--- src/rtl/pong_match_sequencer_if.sv ---
// Signal bundle between the Pong match sequencer and its surroundings:
// frame/button/miss inputs toward the sequencer, run/load/score/status back.
interface pong_match_sequencer_if;
  logic       frame_tick;
  logic       start;
  logic       miss_a;
  logic       miss_b;
  logic       ball_run;
  logic       ball_load;
  logic       serve_dir;
  logic [7:0] score_a;
  logic [7:0] score_b;
  logic       game_over;
  logic       winner;
  logic [2:0] state;

  modport master (
    output frame_tick, start, miss_a, miss_b,
    input  ball_run, ball_load, serve_dir, score_a, score_b, game_over, winner, state
  );

  modport slave (
    input  frame_tick, start, miss_a, miss_b,
    output ball_run, ball_load, serve_dir, score_a, score_b, game_over, winner, state
  );
endinterface

--- src/rtl/pong_match_sequencer.sv ---
// Match-level controller for Pong: sequences IDLE/SERVE/PLAY/POINT/OVER,
// gates the ball engine, commands recentring and keeps both BCD scores.
module pong_match_sequencer #(
  parameter int unsigned SERVE_FRAMES = 60,
  parameter int unsigned PAUSE_FRAMES = 90,
  parameter logic [7:0]  WIN_SCORE    = 8'h11
) (
  input  logic                  clk,
  input  logic                  reset,
  pong_match_sequencer_if.slave bus
);

  typedef enum logic [2:0] {
    S_IDLE  = 3'd0,
    S_SERVE = 3'd1,
    S_PLAY  = 3'd2,
    S_POINT = 3'd3,
    S_OVER  = 3'd4
  } state_e;

  localparam logic [7:0] SERVE_LAST = 8'(SERVE_FRAMES - 1);
  localparam logic [7:0] PAUSE_LAST = 8'(PAUSE_FRAMES - 1);

  function automatic logic [7:0] bcd_inc(input logic [7:0] v);
    if (v >= 8'h99)       return 8'h99;
    if (v[3:0] >= 4'd9)   return {v[7:4] + 4'd1, 4'd0};
    return {v[7:4], v[3:0] + 4'd1};
  endfunction

  // Assert immediately, release two edges after reset rises.
  logic [1:0] rst_sync_q;
  logic       rst_n_int;

  always_ff @(posedge clk or negedge reset) begin
    if (!reset) rst_sync_q <= 2'b00;
    else        rst_sync_q <= {rst_sync_q[0], 1'b1};
  end

  assign rst_n_int = rst_sync_q[1];

  state_e     state_q, state_d;
  logic [7:0] cnt_q, cnt_d;
  logic [7:0] score_a_q, score_a_d;
  logic [7:0] score_b_q, score_b_d;
  logic       serve_dir_q, serve_dir_d;
  logic       winner_q, winner_d;
  logic       start_q;
  logic       ball_run_q, ball_load_q, game_over_q;
  logic       start_rise;
  logic [7:0] inc_a, inc_b;

  assign start_rise = bus.start & ~start_q;
  assign inc_a      = bcd_inc(score_a_q);
  assign inc_b      = bcd_inc(score_b_q);

  always_comb begin
    state_d     = state_q;
    cnt_d       = cnt_q;
    score_a_d   = score_a_q;
    score_b_d   = score_b_q;
    serve_dir_d = serve_dir_q;
    winner_d    = winner_q;

    case (state_q)
      S_IDLE, S_OVER: begin
        if (start_rise) begin
          state_d     = S_SERVE;
          score_a_d   = 8'h00;
          score_b_d   = 8'h00;
          serve_dir_d = 1'b0;
        end
      end
      S_SERVE: begin
        if (bus.frame_tick) begin
          if (cnt_q == SERVE_LAST) state_d = S_PLAY;
          else                     cnt_d   = cnt_q + 8'd1;
        end
      end
      S_PLAY: begin
        // A simultaneous miss_b is dropped in favour of miss_a.
        if (bus.miss_a) begin
          score_b_d   = inc_b;
          serve_dir_d = 1'b1;
          if (inc_b == WIN_SCORE) begin
            state_d  = S_OVER;
            winner_d = 1'b1;
          end else begin
            state_d  = S_POINT;
          end
        end else if (bus.miss_b) begin
          score_a_d   = inc_a;
          serve_dir_d = 1'b0;
          if (inc_a == WIN_SCORE) begin
            state_d  = S_OVER;
            winner_d = 1'b0;
          end else begin
            state_d  = S_POINT;
          end
        end
      end
      S_POINT: begin
        if (bus.frame_tick) begin
          if (cnt_q == PAUSE_LAST) state_d = S_SERVE;
          else                     cnt_d   = cnt_q + 8'd1;
        end
      end
      default: state_d = S_IDLE;
    endcase

    if (state_d != state_q) cnt_d = 8'd0;
  end

  always_ff @(posedge clk or negedge rst_n_int) begin
    if (!rst_n_int) begin
      state_q     <= S_IDLE;
      cnt_q       <= 8'd0;
      score_a_q   <= 8'h00;
      score_b_q   <= 8'h00;
      serve_dir_q <= 1'b0;
      winner_q    <= 1'b0;
      start_q     <= 1'b1;
      ball_run_q  <= 1'b0;
      ball_load_q <= 1'b0;
      game_over_q <= 1'b0;
    end else begin
      state_q     <= state_d;
      cnt_q       <= cnt_d;
      score_a_q   <= score_a_d;
      score_b_q   <= score_b_d;
      serve_dir_q <= serve_dir_d;
      winner_q    <= winner_d;
      start_q     <= bus.start;
      ball_run_q  <= (state_d == S_PLAY);
      ball_load_q <= (state_d == S_SERVE) && (state_q != S_SERVE);
      game_over_q <= (state_d == S_OVER);
    end
  end

  assign bus.state     = state_q;
  assign bus.score_a   = score_a_q;
  assign bus.score_b   = score_b_q;
  assign bus.serve_dir = serve_dir_q;
  assign bus.winner    = winner_q;
  assign bus.ball_run  = ball_run_q;
  assign bus.ball_load = ball_load_q;
  assign bus.game_over = game_over_q;

endmodule

--- src/flat_wrapper.sv ---
// flat-port wrapper written by rule: the top's interface ports become plain ports
module pong_match_sequencer_flat 
#(
  parameter int unsigned SERVE_FRAMES = 60,
  parameter int unsigned PAUSE_FRAMES = 90,
  parameter logic [7:0]  WIN_SCORE    = 8'h11
)
  (clk, reset, bus_frame_tick, bus_start, bus_miss_a, bus_miss_b, bus_ball_run, bus_ball_load, bus_serve_dir, bus_score_a, bus_score_b, bus_game_over, bus_winner, bus_state);
  pong_match_sequencer_if bus_i ();
  input  logic clk;
  input  logic reset;
  input wire logic [$bits(bus_i.frame_tick)-1:0] bus_frame_tick;
  input wire logic [$bits(bus_i.start)-1:0] bus_start;
  input wire logic [$bits(bus_i.miss_a)-1:0] bus_miss_a;
  input wire logic [$bits(bus_i.miss_b)-1:0] bus_miss_b;
  output wire logic [$bits(bus_i.ball_run)-1:0] bus_ball_run;
  output wire logic [$bits(bus_i.ball_load)-1:0] bus_ball_load;
  output wire logic [$bits(bus_i.serve_dir)-1:0] bus_serve_dir;
  output wire logic [$bits(bus_i.score_a)-1:0] bus_score_a;
  output wire logic [$bits(bus_i.score_b)-1:0] bus_score_b;
  output wire logic [$bits(bus_i.game_over)-1:0] bus_game_over;
  output wire logic [$bits(bus_i.winner)-1:0] bus_winner;
  output wire logic [$bits(bus_i.state)-1:0] bus_state;
  assign bus_i.frame_tick = bus_frame_tick;
  assign bus_i.start = bus_start;
  assign bus_i.miss_a = bus_miss_a;
  assign bus_i.miss_b = bus_miss_b;
  assign bus_ball_run = bus_i.ball_run;
  assign bus_ball_load = bus_i.ball_load;
  assign bus_serve_dir = bus_i.serve_dir;
  assign bus_score_a = bus_i.score_a;
  assign bus_score_b = bus_i.score_b;
  assign bus_game_over = bus_i.game_over;
  assign bus_winner = bus_i.winner;
  assign bus_state = bus_i.state;
  pong_match_sequencer #(.SERVE_FRAMES(SERVE_FRAMES), .PAUSE_FRAMES(PAUSE_FRAMES), .WIN_SCORE(WIN_SCORE)) u_core (.clk(clk), .reset(reset), .bus(bus_i));
endmodule
--- config.mk ---
export PLATFORM = sky130hd
export DESIGN_NAME = pong_match_sequencer_flat
export DESIGN_NICKNAME = d
export VERILOG_FILES = /design/src/rtl/pong_match_sequencer_if.sv /design/src/rtl/pong_match_sequencer.sv /design/src/flat_wrapper.sv
export SDC_FILE = /design/constraint.sdc
export NUM_CORES = 1
export LEC_CHECK = 0
export CORE_MARGIN = 3
export CORE_UTILIZATION = 25
export DETAILED_ROUTE_END_ITERATION = 10
export PLACE_DENSITY = 0.53
export RECOVER_POWER = 100
export SLEW_MARGIN = 5
export SYNTH_ARGS = -nofsm -noshare
export SYNTH_HDL_FRONTEND = slang
export SYNTH_SLANG_ARGS = --single-unit
--- constraint.sdc ---
create_clock -name clk -period 1.6 [get_ports clk]
set_input_delay 0.32 -clock clk [delete_from_list [all_inputs] [get_ports clk]]
set_output_delay 0.32 -clock clk [all_outputs]
set_load 0.1 [all_outputs]
[Word level (Yosys, flattened, before mapping)]
Cells that the tools add are included.
Widths: inputs -> output; s select.
Cells by class
  $add $sub $neg: 5
  $mul: 0
  divide/modulo/power cells: 0
  $lt $le $gt $ge: 4
  eq/ne operators: 23
  shifts and indexed selects: 0
  muxes and demuxes: 44
  bitwise logic cells: 2
  reductions and logical operators: 12
Operators by type and width (number)
  $mux 8: 17
  $pmux 8 s2: 3
  $mux 3: 9
  $add 4x1->4 const B: 4
  $eq 8x5->1 const B: 2
  $ge 8x8->1 const B: 2
  $mux 1: 13
  $pmux 3 s4: 1
  $eq 3x2->1 const B: 3
  $ne 3x3->1 const B: 3
  $add 8x1->8 const B: 1
  $eq 8x6->1 const B: 1
  $eq 8x7->1 const B: 1
  $ge 4x4->1 const B: 2
  $reduce_and 4->1: 2
  $eq 3x1->1 const B: 2
  $eq 3x3->1 const B: 2
  $ne 2x2->1 const B: 3
  $ne 3x2->1 const B: 2
  $reduce_and 3->1: 2
  $reduce_bool 2->1: 3
  $reduce_and 5->1: 1
  $ne 2x1->1 const B: 2
  $logic_not 3->1: 1
  other kinds (8): 8
Word-level totals
  bits in registers: 35
  latch bits: 0
  memory bits (writable): 0
  memory bits (read-only): 0
  input bits: 6
  output and inout bits: 24
  logic and storage cells: 101
  memories: 0

[Depth between registers and ports, before layout]
Gate-level depths: netlist of the first run.
  depth after elaboration: 13
  depth in mapped cells: 7
  mapped depth without buffers: 7

[Worst setup path after synthesis of the first run]
No wires, ideal clock.
  path type: register to register
  start point: register u_core.score_a_q[0], in the netlist u_core.bus.score_a[0]
  end point: register u_core.ball_load_q, in the netlist u_core.bus.ball_load
  library setup time: 0.120 ns
  arrival time: 2.647 ns
  required time: 1.480 ns
  path slack: -1.168 ns
  stages on the path, launching flop included: 8
  buffers on the path: 0
  clock period less this slack: 2.768 ns
  cells stage by stage: dfrtp_1 -> inv_1 -> ha_1 -> nor4_2 -> and4_1 -> o22ai_1 -> or3_4 -> o211a_1
On the way
  longest elaborated chain between the ends: 12
RTL lines
  start: declaration: line pong_match_sequencer.sv:43  | logic [7:0] score_a_q, score_a_d;
  start signal: assignment: line pong_match_sequencer.sv:128  | score_a_q <= score_a_d;
  $ge 4x4->1: line pong_match_sequencer.sv:26  | if (v[3:0] >= 4'd9) return {v[7:4] + 4'd1, 4'd0};
  $mux 1 (2 in a row): line pong_match_sequencer.sv:26
  $mux 8: line pong_match_sequencer.sv:27  | return {v[7:4], v[3:0] + 4'd1};
  $mux 8 (*): line pong_match_sequencer.sv:26
  $eq 8x5->1 (*): line pong_match_sequencer.sv:93  | if (inc_a == WIN_SCORE) begin
  $mux 3 (*): line pong_match_sequencer.sv:93
  $mux 3 (*): line pong_match_sequencer.sv:90  | end else if (bus.miss_b) begin
  $mux 3 (*): line pong_match_sequencer.sv:81  | if (bus.miss_a) begin
  $pmux 3 s4 (*): line pong_match_sequencer.sv:64  | case (state_q)
  via u_core.state_d[0]: line pong_match_sequencer.sv:41  | state_e state_q, state_d;
  $eq 3x1->1 (*): line pong_match_sequencer.sv:134  | ball_load_q <= (state_d == S_SERVE) && (state_q != S_SERVE);
  $logic_and 1x1->1 (*): line pong_match_sequencer.sv:134
  end signal: assignment: line pong_match_sequencer.sv:134
  end: declaration: line pong_match_sequencer.sv:48  | logic ball_run_q, ball_load_q, game_over_q;
Mark *: on every way through the listed nets, which the timed path passes. The rest lies on a longest branch. The select of a mux whose other input is x is not followed.
A chain may end at the register's enable or synchronous reset.

[Worst setup path after layout of the first run]
  start point: register u_core.score_a_q[0], in the netlist u_core.bus.score_a[0]
  end point: register u_core.score_a_q[6], in the netlist u_core.bus.score_a[6]
On the way
  longest elaborated chain between the ends: 8
RTL lines (line)
  $ge 4x4->1: pong_match_sequencer.sv:26
  $mux 1 (2 in a row): pong_match_sequencer.sv:26
  $mux 8: pong_match_sequencer.sv:27
  $mux 8 (*): pong_match_sequencer.sv:26
  $mux 8 (*): pong_match_sequencer.sv:90
  $mux 8 (*): pong_match_sequencer.sv:81
  $pmux 8 s2 (*): pong_match_sequencer.sv:64
Mark *: on every way between the ends. The rest lies on a longest branch, timed or not. The select of a mux whose other input is x is not followed.

==> flow_summary.ini, run 1 <==
[clocking]
tritoncts = yes
worstSkewPairLatency_ns = 0.29
cts_buffers = 5
cts_buffer_depth = 2
cts_num_sinks = 35
cts.clk_slew.worst_paths_ns = 0.07
ctsHtreeMaxLevel = 2
clock_tree_root_driver_cell = clkbuf_8
cts.hold.buffers_added = 0

[setup_path]
worst_setup_path_end_kind = flip-flop
critical_path_required_ns = 1.81
worstReg2RegStart = u_core.bus.score_a[0]$_DFFE_PN0P_
worst_r2r_endpoint = u_core.bus.score_a[6]$_DFFE_PN0P_
critPathMaxFanout = 4
reg2reg_path_depth = 9
worstSetupStartpointType = flip-flop
setup.reg_to_reg.worst_slack_ns = -0.48
setup.worst_path.class = flip-flop to flip-flop
critical_path_arrival_ns = 2.29

[finish]
area_growth_syn_to_layout_pct = 66.9
postLayoutCoreUtil = 0.435
drive_gt1_frac = 0.544
diodes = 0
final_net_count = 344

[timing]
setup_viol_count_final = 29
timing.final.hold_violations = 0
timing.final.crit_share = 1.30
worst_clock_skew_ns = 0.00485
fin_tns_setup_ns = -8.34
rsz0062_at_grt = true
postLayoutSetupSlackWorst_ns = -0.478
max_clock_freq_mhz = 481
final.hold.worst_slack_ns = 0.260
worst_slew_margin_rel = 0.426
timing_max_transition_violations_final = 0
min_period_ns = 2.08
worstMarginPinSlew_ns = 0.861

[logic_synthesis]
ys_warn_count = 0
syn-cell-area_mm2 = 0.00218
async_reset_ff_frac = 1.00
postSynthCellCount = 222
distinct_cell_type_count_after_synthesis = 63
post_synthesis_sequential_area_ratio = 0.403
syn_nets = 240
synth.area.top_cells = dfrtp_1, ha_1, nor2_1
synth_edf_count = 0
synthFlopType = dfrtp_1
synthMostInstantiatedCell = dfrtp_1
synthDominantAreaCellType = dfrtp_1
postSynthRegisterBits = 35
netlist_top_cells_count = dfrtp_1, nor2_1, nand2_1, o21ai_0, inv_1
avgSynthCellArea_um2 = 9.80
synth_top_area_frac = 0.391

[detailed_routing]
route.vias.total = 2019
postRouteAntennaNets = 0
via_per_inst = 4.67
routedWlPerCell_um = 14.4
drc = 0
first_iter_violations = 65
firstDrtPassIters = 4
drt_wl_total_mm = 6.23

[power]
peakVddDrop_mv = 0.840
p_per_area_mw_per_mm2 = 1040
cellLeakagePower_nw = 1.56
seq_power_share = 0.302
p_int_w = 0.00236
switchingPower_w = 0.00143
sw_frac_of_total = 0.378
power.clock.fraction = 0.225
combPwrFrac = 0.473

[grt]
grt_start_max_net_pins = 34
grt_antenna_before_repair = 0
grt_first_pass_wirelength_mm = 10.4
overflow_left_after_global_routing = 0
gr-usage-all-layers = 0.132
grt_pass1_vias = 2076

[run_status]
failed_checks = setup timing
run_status = finished with violations

[flow_run]
maxCapViolations = 0

[floorplanning]
initial_standard_cell_utilization_of_the_core = 0.261
number_of_core_rows = 33
core_mm2 = 0.00834
die_area_mm2 = 0.00986
boundaryPins = 30
die-width_um = 99.3
fp.dieH_um = 99.3

[placed_design]
hpwlAfterDp_mm = 4.53
pre_cts_slack_ns = -0.475
io_buffers = 29
global_placement_routability_congestion = 0.848

[min_path]
hold_path.class = input pin to async pin
cell families after synthesis:
family                     Yosys count  synth area share
xor gates and xnor gates             8            0.0322
and+or+nand+nor                     92             0.261
buffers and inverters               18            0.0420
DFF                                 35             0.403
other                                1           0.00172
AOI/OAI and AO/OA                   55             0.186
adders and majority gates           12            0.0690
muxes                                1           0.00460
cells in the final DEF (no fill, tap or decap), types with 4 or more instances in the layout:
cell type and count:
o21ai_1 9, nand2_1 15, buf_6 10, clkbuf_8 6, buf_12 11, nor2b_1 4, clkbuf_2 9, inv_1 9
nor2_1 24, ha_4 4, o21ai_0 5, nand3_1 6, ha_1 6, dfrtp_4 7, dfrtp_1 17, nor3_1 5
dfrtp_2 10, buf_4 61, a21oi_1 10, xnor2_1 6
state kept, by name (all words and copies together), names as in the netlist:
register,flops
u_core.bus.score_a,8
u_core.bus.ball_run,1
u_core.bus.winner,1
u_core.start_q,1
u_core.bus.state,3
u_core.bus.score_b,8
u_core.bus.ball_load,1
u_core.bus.serve_dir,1
u_core.rst_sync_q,2
u_core.bus.game_over,1
u_core.cnt_q,8
stage by stage:
stage / instances / instance area [um^2] / power [W]
2_1_floorplan: 222 / 2360 / 0.00219
3_3_place_gp: 416 / 3460 / 0.00287
3_5_place_dp: 416 / 3460 / 0.00289
4_1_cts: 427 / 3720 / 0.00384
5_1_grt: 432 / 3630 / 0.00403
6_report: 432 / 3630 / 0.00379
repair_timing:
item                       in CTS  in global routing
setup endpoints to repair      29                 30
pin swaps                      10                 15
resized for setup              22                 14
setup buffers                   3                  5
worst max-delay path: stages, from the launching register on:
cell and delay [ns]:
dfrtp_4 0.51, buf_4 0.15, buf_6 0.11, ha_4 0.14
or3b_4 0.38, and3_4 0.18, o21ai_4 0.18, buf_6 0.14
a41oi_2 0.08, nor2_1 0.13
worst max path at each step:
stage / from / to / slack, ns / cells after the start
final: u_core.bus.score_a[0]$_DFFE_PN0P_ / u_core.bus.score_a[6]$_DFFE_PN0P_ / -0.48 / 9
after global routing: u_core.bus.score_a[0]$_DFFE_PN0P_ / u_core.cnt_q[1]$_DFFE_PN0P_ / -0.60 / 7
after CTS: u_core.bus.score_a[0]$_DFFE_PN0P_ / u_core.cnt_q[1]$_DFFE_PN0P_ / -0.44 / 7
after detailed placement: u_core.bus.score_a[1]$_DFFE_PN0P_ / u_core.cnt_q[1]$_DFFE_PN0P_ / -0.48 / 7
after global placement: bus_frame_tick / u_core.bus.ball_load$_DFF_PN0_ / -0.45 / 6
after floorplan: u_core.bus.score_a[1]$_DFFE_PN0P_ / u_core.cnt_q[1]$_DFFE_PN0P_ / -0.47 / 7
power groups by stage:
stage	Clock, W	Combinational (W)	Sequential (W)
finish	0.000855	0.00179	0.00114
global route	0.000924	0.00194	0.00116
CTS	0.000881	0.00181	0.00115
detailed placement	0	0.00173	0.00116
global placement	0	0.00171	0.00116
floorplan	0	0.000650	0.00154
metal layers:
layer / routed length (um) / global-route usage / up-vias
li1: - / - / 1010
met1: 3070 / 0.186 / 962
met2: 2870 / 0.209 / 41
met3: 226 / 0.0273 / 6
met4: 62 / 0.0315 / 0
met5: 0 / 0 / -
cell type report:
type,count,area (um^2)
clock inverter,2,35.0
timing repair buffer,102,922
multi-input combinational,169,1490
tap,105,131
fill,813,4710
clock buffer,6,82.6
sequential,35,916
inverter,13,53.8
Note: power is estimated with default switching activity, not from simulation.
==> run 2: changes to the inputs <==
Settings changed: CAP_MARGIN set to 20, CTS_CLUSTER_SIZE set to 16.
==> results of run 2 <==
Same layout as run 1: the final DEF is identical, and so are final timing and power.
==> run 3: changes to the inputs <==
Settings changed: DONT_BUFFER_PORTS set to 1, PLACE_DENSITY 0.53 to 0.48, SLEW_MARGIN 5 to not set.
==> run 3 against run 2 <==
Net effect:
- the flow still finishes with violations (setup timing)
- die area is the same
- clock skew shrank 0.00084 ns
- core utilization shrank 2.2 points
- sequential power is essentially flat
- critical path depth shrank 1
- design area shrank 5.0%
- combinational power shrank 8%
- critical path type unchanged
- total power shrank 7.4%
- maximum frequency grew 3.4%
- first-iteration DRC count grew 40%
- via count shrank 1.3%
==> flow_summary.ini, run 3 (same netlist as run 1, synthesis figures left out) <==
[run_status]
run_status = finished with violations
failed_checks = setup timing

[finish]
multi_input_comb_area_mm2 = 0.00158
regArea_um2 = 918
final.fill_count = 800
finished_cell_area_mm2 = 0.00345
diodes = 0
layout.cells.most_common = buf_4
layout_common_cells = buf_4, nor2_1, nand2_1, dfrtp_1, clkbuf_4
drive_gt1_frac = 0.585
final_net_count = 328
area_growth_syn_to_layout_pct = 58.5

[power]
peakVddDrop_mv = 0.690
cellLeakagePower_nw = 1.44
p_per_area_mw_per_mm2 = 1020
fin_total_pwr_w = 0.00351

[setup_path]
critical_path_arrival_ns = 2.19
worstSetupStartpointType = flip-flop
critPathMaxFanout = 4
cpMaxStageDelayCell = dfrtp_4
worst_setup_path_end_kind = flip-flop
slowest_delay_ns = 0.50
worstPathCellList = inv_4 -> ha_4 -> nor4_4 -> buf_4 -> and4_4 -> o22ai_4 -> or3_4 -> o211a_1
setup.worst_path.class = flip-flop to flip-flop
critical_path_required_ns = 1.78

[grt]
gr_util_met2 = 0.188
grt_antenna_before_repair = 0
met3_usage_grt = 0.0295
gr-usage-all-layers = 0.124
overflow_left_after_global_routing = 0
global_route.usage.met1 = 0.173
grt_pass1_vias = 1951
global_route.peak_usage_layer = met2
grt_start_max_net_pins = 34
grt_first_pass_wirelength_mm = 9.89

[timing]
postLayoutSetupSlackWorst_ns = -0.411
min_period_ns = 2.01
timing.final.hold_violations = 0
timing.final.crit_share = 1.26
rsz0062_at_grt = true
timing_max_transition_violations_final = 0
max_clock_freq_mhz = 497
worstMarginPinSlew_ns = 0.862
worst_slew_margin_rel = 0.425
setup_viol_count_final = 27
worst_clock_skew_ns = 0.00401

[min_path]
hold_path.class = input pin to flip-flop

[detailed_routing]
firstDrtPassIters = 4
via_per_inst = 4.79
drt_wl_total_mm = 5.91
postRouteAntennaNets = 0
first_iter_violations = 91
routedWlPerCell_um = 14.2
drc = 0
route.vias.total = 1992

[floorplanning]
die_area_mm2 = 0.00986
boundaryPins = 30
die-width_um = 99.3
initial_standard_cell_utilization_of_the_core = 0.261
core_mm2 = 0.00834
fp.dieH_um = 99.3
number_of_core_rows = 33

[placed_design]
hpwlAfterDp_mm = 4.34
io_buffers = 0
placedInstanceArea_mm2 = 0.00300
global_placement_routability_congestion = 0.817

[clocking]
cts_num_sinks = 35
tritoncts = yes
cts_buffers = 5
cts.clk_slew.worst_paths_ns = 0.07
ctsHtreeMaxLevel = 2
clock_tree_root_driver_cell = clkbuf_8
worstSkewPairLatency_ns = 0.29
cts_buffer_depth = 2

[flow_run]
maxCapViolations = 0
run 3: changes by cell type in the layout (fill, tap and decap cells not counted), moves of 3 or more:
cell	previous run	this run
buf_4	61	52
nor2_1	24	21
buf_12	11	1
clkbuf_2	9	6
clkbuf_4	3	14
o21ai_1	9	4
clkdlybuf4s50_1	3	0
o21ai_2	1	7
run 3: final timing paths:
path | slack [ns] | start | depth (start not counted) | end
setup / recovery | -0.41 | u_core.bus.score_a[1]$_DFFE_PN0P_ | 8 | u_core.bus.ball_load$_DFF_PN0_
setup reg to reg | -0.41 | u_core.bus.score_a[1]$_DFFE_PN0P_ | 8 | u_core.bus.ball_load$_DFF_PN0_
hold / removal | 0.02 | bus_start | 0 | u_core.start_q$_DFF_PN1_
max in group asynchronous | 0.54 | u_core.rst_sync_q[1]$_DFF_PN0_ | 1 | u_core.bus.score_b[1]$_DFFE_PN0P_
min in group asynchronous | 0.26 | reset | 1 | u_core.rst_sync_q[1]$_DFF_PN0_
hold reg to reg | 0.35 | u_core.rst_sync_q[0]$_DFF_PN0_ | 0 | u_core.rst_sync_q[1]$_DFF_PN0_
run 3: layer usage:
metal	wire, um	up-vias
met3	283	8
met4	90	0
li1	-	983
met1	2900	960
met2	2630	41
met5	0	-
run 3: worst max-delay path: cells and delay by family (launching register included):
family                     cells  cell delay (ns)
AOI/OAI and AO/OA              2             0.21
adders and majority gates      1             0.20
buffers and inverters          2             0.21
DFF                            1             0.50
and+or+nand+nor                3             0.77
run 3: layout make-up:
cell class,count,share of cell area
clock buffers,8,0.0290
inverters,13,0.0163
multi-input cells,169,0.457
flip-flops and latches,35,0.266
well taps,105,0.0381
repair buffers,86,0.193
run 3: repair_timing:
item / 4_1_cts / 5_1_grt
setup endpoints to repair: 30 / 31
hold buffers: 1 / 0
resized for setup: 34 / 25
hold endpoints to repair: 2 / 0
buffers inserted: 6 / 6
pin swaps: 22 / 18
run 3: metrics by stage:
step	hold WS [ns]	instances	utilization	setup TNS (ns)	setup slack (ns)
2_1_floorplan	0.0244	222	-	-8.21	-0.465
3_3_place_gp	0.0245	395	0.360	-7.91	-0.403
3_5_place_dp	0.0245	395	0.360	-8.45	-0.466
4_1_cts	0.00994	410	0.399	-6.63	-0.397
5_1_grt	0.00879	416	0.413	-9.16	-0.507
6_report	0.0209	416	0.413	-6.74	-0.411
run 3: power by group:
| group | internal [W] | total [W] | switching (W) |
|---|---|---|---|
| Sequential | 0.00104 | 0.00115 | 0.000119 |
| Combinational | 0.000703 | 0.00164 | 0.000939 |
| Clock | 0.000393 | 0.000718 | 0.000324 |
